==> config.mk <==
export PLATFORM = sky130hd
export DESIGN_NAME = byte_serial_adder32
export DESIGN_NICKNAME = d
export VERILOG_FILES = /design/src/rtl/adder_pkg.sv /design/src/rtl/adder_slice.sv /design/src/rtl/byte_serial_adder32.sv
export SDC_FILE = /design/constraint.sdc
export NUM_CORES = 1
export LEC_CHECK = 0
export ABC_AREA = 1
export BUFFER_PORTS_ARGS = -buffer_cell sky130_fd_sc_hd__buf_4
export CAP_MARGIN = 20
export CORE_MARGIN = 1
export CORE_UTILIZATION = 56
export DETAILED_ROUTE_END_ITERATION = 10
export PLACE_DENSITY = 0.93
export SYNTH_ARGS = -nofsm -noshare
export SYNTH_HDL_FRONTEND = slang
export SYNTH_SLANG_ARGS = --single-unit
export TNS_END_PERCENT = 5
==> constraint.sdc <==
create_clock -name clk -period 3.75 [get_ports clk]
set_input_delay 0.375 -clock clk [delete_from_list [all_inputs] [get_ports clk]]
set_output_delay 0.375 -clock clk [all_outputs]
set_load 0.01 [all_outputs]
==> src/rtl/adder_pkg.sv <==
// adder_pkg
// Shared types and default sizing for the byte-serial add/subtract unit.
//   state_t : controller states (IDLE, RUN, DONE)
//   WIDTH   : default operand width
//   SLICE_W : default bits processed per clock
//   NSLICE  : slices per operation with the defaults
//   CNT_W   : slice counter width with the defaults
package adder_pkg;

  typedef enum logic [1:0] {
    IDLE = 2'd0,
    RUN  = 2'd1,
    DONE = 2'd2
  } state_t;

  localparam int WIDTH   = 32;
  localparam int SLICE_W = 8;
  localparam int NSLICE  = WIDTH / SLICE_W;
  // A single-slice configuration still needs a 1-bit counter to stay legal.
  localparam int CNT_W   = (NSLICE > 1) ? $clog2(NSLICE) : 1;

endpackage

==> src/rtl/adder_slice.sv <==
// adder_slice
// Combinational SLICE_W-bit adder used once per clock by the serial adder.
// Ports:
//   x, y     in  SLICE_W : slice operands
//   cin      in  1       : carry into the slice LSB
//   s        out SLICE_W : slice sum
//   cout     out 1       : carry out of the slice MSB
//   c_msb_in out 1       : carry into the slice MSB (for signed overflow)
module adder_slice #(
  parameter int SLICE_W = 8
) (
  input  logic [SLICE_W-1:0] x,
  input  logic [SLICE_W-1:0] y,
  input  logic               cin,
  output logic [SLICE_W-1:0] s,
  output logic               cout,
  output logic               c_msb_in
);

  logic [SLICE_W:0] total;

  assign total = {1'b0, x} + {1'b0, y} + {{SLICE_W{1'b0}}, cin};
  assign s     = total[SLICE_W-1:0];
  assign cout  = total[SLICE_W];

  // The MSB sum bit is x^y^carry_in, so the carry into it falls out by XOR.
  assign c_msb_in = x[SLICE_W-1] ^ y[SLICE_W-1] ^ s[SLICE_W-1];

endmodule

==> src/rtl/byte_serial_adder32.sv <==
// byte_serial_adder32
// Multi-cycle add/subtract engine: one SLICE_W-bit slice per clock, LSB first,
// with a registered carry between slices.
// Ports:
//   clk, rst           : clock, synchronous active-high reset
//   in_valid, in_ready : request handshake
//   a, b, sub          : operands and operation select (1 = a - b)
//   out_valid,out_ready: response handshake
//   sum                : result (modulo 2^WIDTH)
//   carry              : carry out of MSB (1 = no borrow when subtracting)
//   overflow           : signed overflow
//   zero, negative     : sum == 0, sum MSB
module byte_serial_adder32
  import adder_pkg::*;
#(
  parameter int WIDTH   = adder_pkg::WIDTH,
  parameter int SLICE_W = adder_pkg::SLICE_W
) (
  input  logic             clk,
  input  logic             rst,
  input  logic             in_valid,
  output logic             in_ready,
  input  logic [WIDTH-1:0] a,
  input  logic [WIDTH-1:0] b,
  input  logic             sub,
  output logic             out_valid,
  input  logic             out_ready,
  output logic [WIDTH-1:0] sum,
  output logic             carry,
  output logic             overflow,
  output logic             zero,
  output logic             negative
);

  localparam int SLICES = WIDTH / SLICE_W;
  localparam int CW     = (SLICES > 1) ? $clog2(SLICES) : 1;

  state_t           state;
  state_t           state_next;
  logic [CW-1:0]    cnt;
  logic [WIDTH-1:0] op_a;
  logic [WIDTH-1:0] op_b;
  logic             carry_reg;
  logic [WIDTH-1:0] sum_next;

  logic [SLICE_W-1:0] slice_x;
  logic [SLICE_W-1:0] slice_y;
  logic [SLICE_W-1:0] slice_s;
  logic               slice_cout;
  logic               slice_c_msb;
  logic               last;

  assign last    = (cnt == CW'(SLICES - 1));
  assign slice_x = op_a[cnt*SLICE_W +: SLICE_W];
  assign slice_y = op_b[cnt*SLICE_W +: SLICE_W];

  adder_slice #(.SLICE_W(SLICE_W)) u_slice (
    .x        (slice_x),
    .y        (slice_y),
    .cin      (carry_reg),
    .s        (slice_s),
    .cout     (slice_cout),
    .c_msb_in (slice_c_msb)
  );

  // Full sum as it will look after this slice is written, so zero/negative
  // can be taken on the last slice without waiting an extra cycle.
  always_comb begin
    sum_next = sum;
    sum_next[cnt*SLICE_W +: SLICE_W] = slice_s;
  end

  always_ff @(posedge clk) begin
    if (rst) state <= IDLE;
    else     state <= state_next;
  end

  always_comb begin
    state_next = state;
    case (state)
      IDLE:    if (in_valid)  state_next = RUN;
      RUN:     if (last)      state_next = DONE;
      DONE:    if (out_ready) state_next = IDLE;
      default:                state_next = IDLE;
    endcase
  end

  // Handshake outputs are pure decodes of the registered state.
  always_comb begin
    in_ready  = (state == IDLE);
    out_valid = (state == DONE);
  end

  // Subtraction is folded into addition: latch ~b and seed the carry with 1.
  always_ff @(posedge clk) begin
    if (rst) begin
      cnt       <= '0;
      op_a      <= '0;
      op_b      <= '0;
      carry_reg <= 1'b0;
      sum       <= '0;
      carry     <= 1'b0;
      overflow  <= 1'b0;
      zero      <= 1'b0;
      negative  <= 1'b0;
    end else begin
      case (state)
        IDLE: begin
          if (in_valid) begin
            op_a      <= a;
            op_b      <= sub ? ~b : b;
            carry_reg <= sub;
            cnt       <= '0;
          end
        end
        RUN: begin
          sum       <= sum_next;
          carry_reg <= slice_cout;
          cnt       <= cnt + CW'(1);
          if (last) begin
            carry    <= slice_cout;
            overflow <= slice_c_msb ^ slice_cout;
            zero     <= (sum_next == '0);
            negative <= sum_next[WIDTH-1];
          end
        end
        default: ;
      endcase
    end
  end

endmodule

# Word-level counts from Yosys, hierarchy flattened
# Index checks and enable logic that the tools add are counted.
# classes
n_bitwise	4
n_eq_ne	6
mux	10
n_shift	4
addsub	4
n_reduce_logical	7
# ops
cell	count
indexed part select 32 x 6 -> 8 bit	2
negation 5 -> 34 bit	1
variable shift 8 x 34 -> 32 bit (first input constant)	1
indexed part select 8 x 34 -> 32 bit	1
bitwise mux 32 bit	1
logical NOT 32 bit	1
2-to-1 mux 32 bit	1
NOT 32 bit	1
adder 8 x 8 -> 9 bit	1
adder 9 x 1 -> 9 bit	1
2-to-1 mux 2 bit	4
one-hot mux 2 bit (3 select lines)	1
AND reduction 2 bit	3
equality test 2 bit (second input constant)	2
!= test 2 bit (second input constant)	2
one-hot mux 2 bit (2 select lines)	1
AND reduction 3 bit	1
bitwise XOR 1 bit	3
adder 2 x 1 -> 2 bit (second input constant)	1
equality test 2 x 1 -> 1 bit (second input constant)	1
logical NOT 2 bit	1
!= test 2 x 1 -> 1 bit (second input constant)	1
one-hot mux 1 bit (2 select lines)	1
nonzero test 2 bit	1
2-to-1 mux 1 bit	1
# totals
register_bits	105
out_inout_bits	38
word_cells	45
input_bits	69

# Logic depth before layout (Yosys ltp)
# depth
ltp_word	6
depth_mapped	22
ltp_nobuf	20

# By module
# A second synthesis with hierarchy kept.
# unflattened
hier_cells	819
hier_area_um2	5637.9
# modules_own_cells
module	cells_per_inst	area_each_um2	instances	seq_area_each_um2
byte_serial_adder32	760	5267.6	1	2102.0
adder_slice	59	370.4	1	0.0

# Worst setup path after synthesis
# No wires, ideal clock.
# synth_timing
kind	reg-to-reg
from	register cnt[0]
to	register zero
required_ns	3.683
n_path_buf	3
path_stages_with_launch	22
setup_slack_ns	0.637
arrival_ns	3.045
synth_period_minus_slack_ns	3.113
setup_time_ns	0.067
cell_sequence	dfxtp_1 > buf_2 > buf_2 > clkbuf_1 > o21ai_0 > o22ai_1 > fa_1 > inv_1 > fa_1 > inv_1 > nand2_1 > nand2_1 > nand3_1 > nand2_1 > nand2_2 > nand3_1 > o21ai_0 > nor2_1 > nand3_1 > nor2_1 > nand3_1 > a21oi_2
# synth_between
elab_chain_cells	6
elab_cells_between_ends	11
cone_classes	add/sub (3); eq/ne (1); shift (4); mux (1); reduce/logical (2)
# synth_rtl
item	line_no	text
start, declared	byte_serial_adder32.sv:40	logic [CW-1:0] cnt;
start signal, assigned	byte_serial_adder32.sv:119	cnt <= cnt + CW'(1);
indexed part select 32 x 6 -> 8 bit (on tied branches)	byte_serial_adder32.sv:54, byte_serial_adder32.sv:55	
adder 8 x 8 -> 9 bit	adder_slice.sv:22	assign total = {1'b0, x} + {1'b0, y} + {{SLICE_W{1'b0}}, cin};
adder 9 x 1 -> 9 bit	adder_slice.sv:22	
indexed part select 8 x 34 -> 32 bit	byte_serial_adder32.sv:70	sum_next[cnt*SLICE_W +: SLICE_W] = slice_s;
bitwise mux 32 bit	byte_serial_adder32.sv:70	
logical NOT 32 bit	byte_serial_adder32.sv:123	zero <= (sum_next == '0);
end signal, assigned	byte_serial_adder32.sv:123	
end, declared	byte_serial_adder32.sv:31	output logic zero,
# Parallel ways exist; a longest one is shown, timed or not.
# A chain may end at the register's enable or synchronous reset.

# Final worst setup path
# layout_timing
from	register cnt[1]
to	register zero
# The elaborated chain is that of the path after synthesis.

==> results.md <==
* Die width at 101 um
* RSZ-0062 raised after global routing: false
* Mapped Avg Cell Area at 7.01 um^2
* Final slew viol count at 0
* Half-perimeter wire length after placement at 10.5 mm
* Synth Flop Type: dfxtp_1
* Final Critical Period at 3.21 ns
* Syn Nets at 873
* Dominant cells by area after synthesis: dfxtp_1, nor2_1, o21ai_0
* Power Dens Cells at 423 nW/um^2
* Layout area overhead at 19.2%
* WS Path Type: register to register
* WP data arrival at between 3 and 4 ns
* Most common cell after layout, fill and taps aside: nor2_1
* Initial antenna violation count at 0
* Fmax at 0.312 GHz
* Clock Skew at between 0.01 and 0.015 ns
* Routed via count at 5480
* Critical path's slowest cell: fa_1
* Rel. slew slack at ~48%
* CTS Buf Count at 9
* Count of final hold-check violations at 0
* Cell taking the most area after synthesis: dfxtp_1
* Worst Path Required at ~4.1 ns
* Worst slew pin tran at 0.785 ns
* Worst path top cell family by delay: simple AND/OR/NAND/NOR gates
* FF+latch count, synth at 105
* First-pass GRT wire length at 23.7 mm
* DRT iter0 DRCs at 274
* Vert. Die Dim at 101 um
* Post-CTS Resized at 0
* Final ANT Viol Nets at 0
* Ys Warns at 0
* Peak supply drop at 189 uV
* CTS sink count at 105
* Core Footprint at 9420 um^2
* I/O pin count at between 100 and 150
* Async SR Flop Fraction at 0%
* Layout cells sized above 1 at 17.7%
* Worst Path Max Fanout at 17
* Clock transition at path regs at 0.11 ns
* Synth Cell Area at approximately 5500 um^2
* Critical path buffers and inverters at 4
* Unique masters post-synth at 35
* Grt total ovfl at 0
* Hold crit path type: primary input to register
* Rows at 35
* Count of flip-flops with a built-in enable after synthesis at 0
* Vias/cell at 5.46
* Drt first pass iters at 7
* Largest net degree at the start of global routing at 60
* Final setup vio count at 0
* Worst-path cell chain: clkinv_1, buf_4, a32oi_1, inv_1, fa_1, inv_1, nand3_1, o21ai_1, nor2_1, nand2_1, nor2_1, nand2_1, nor2_1, nand3_1, nor2_1, nand3_1, a21oi_2
* Final wirelength at 14.3 mm
* Synth top area share at 38.0%
* Post-CTS setup buffer count at 0
* Sequential area share after synthesis at a little under two fifths
* Ant diodes at 0
* Die Footprint at slightly above 10000 um^2
* Total track usage at between 20% and 30%
* Maxcap violations at 0
* Top flop regs: op_a: 32 flops, op_b: 32 flops, sum: 32 flops
* CTS HTree Levels at 3
* Root buffer cell: clkbuf_8
* Initial cell density of the core at 58.8%
* Most frequent cells in the layout: nor2_1, buf_4, dfxtp_1
* Wire length per cell at 14.2 um
* Most used cell, CP: nor2_1
* Post-CTS Hold Buffers at 0
* Vias in the first global route at 5066
* Endpoint class of the critical path: register
* Post-Place Cells at 987
* Worst skew pair latency at 0.38 ns
* Critical Path Source Type: register
* I/O Buffers at around 110
* DRC viols at 0
* Crit path largest cell delay at 0.55 ns
* Period utilization at 85.5%
* Setup TNS at 0 ns
* GPL Wtd Cong at about 0.92
* Post-Syn Instances at approximately 800
* Final nets at 954
* Leak Pwr at 0.00312 uW
* CTS tree: yes
* Buffers from clock root to sink, at most at 2
* Final cell count without fillers at 1004
* Outcome: finished clean
* WHS at 0.239 ns
[path summary, 6_finish.rpt]
| path | from | endpoint | slack [ns] | cells past startpoint |
|---|---|---|---|---|
| worst max-delay path | cnt[1] | zero | 0.54 | 17 |
| worst min-delay path | a[26] | op_a[26] | 0.24 | 3 |
| worst max register to register | cnt[1] | zero | 0.54 | 17 |
| worst min register to register | op_b[1] | op_b[1] | 0.46 | 2 |
[logic make-up after synthesis]
logic type / after synthesis / synth area share [%]
adder cells (fa/ha/maj): 15 / 3.66
buffers and inverters: 141 / 9.86
AO/OA/AOI/OAI: 188 / 20.0
flip-flops: 105 / 38.0
AND/OR/NAND/NOR: 307 / 23.3
XOR/XNOR: 33 / 5.23
[cells in the mapped netlist, types with 12 or more instances]
master / n
nor2_1: 167
o211ai_1: 12
nand2_1: 86
o21ai_0: 91
a211oi_1: 32
dfxtp_1: 105
clkbuf_1: 27
ha_1: 13
inv_1: 86
o22ai_1: 19
nand4_1: 12
nand3_1: 27
a21oi_1: 23
xnor2_1: 32
buf_2: 13
[power by group]
group	total, uW	switching (uW)	internal (uW)
Sequential	1270	60.3	1210
Clock	676	419	257
Combinational	840	513	327
Total	2790	993	1800
[worst min-delay path, cell delays in order]
cell and delay, ns:
buf_4 0.08, o21ai_0 0.07, nor2_1 0.07
[through the flow]
stage	power, uW	setup slack [ns]	util (%)	instance area [um^2]
5_1_grt	2950	0.247	70.0	6600
6_report	2790	0.542	70.0	6600
3_5_place_dp	2120	0.690	67.8	6380
2_1_floorplan	1840	0.637	-	5530
4_1_cts	2770	0.632	69.8	6570
3_3_place_gp	2100	0.834	67.8	6380
[per-layer routing]
layer | part of all wire [%] | GRT usage [%] | wire length, um
met5 | 0 | 0 | 0
met4 | 2.7 | 11.9 | 391
met3 | 6.8 | 5.87 | 967
met2 | 48 | 52.0 | 6900
met1 | 42 | 35.9 | 6000
[area by class of cell]
type	count	area (um^2)
clock buffers	10	128
inverters	95	357
clock inverters	6	60.1
multi-input cells	543	2880
flip-flops and latches	105	2100
well taps	129	161
repair buffers	116	903
fillers	760	2820
Power figures use the tool's default switching activity.
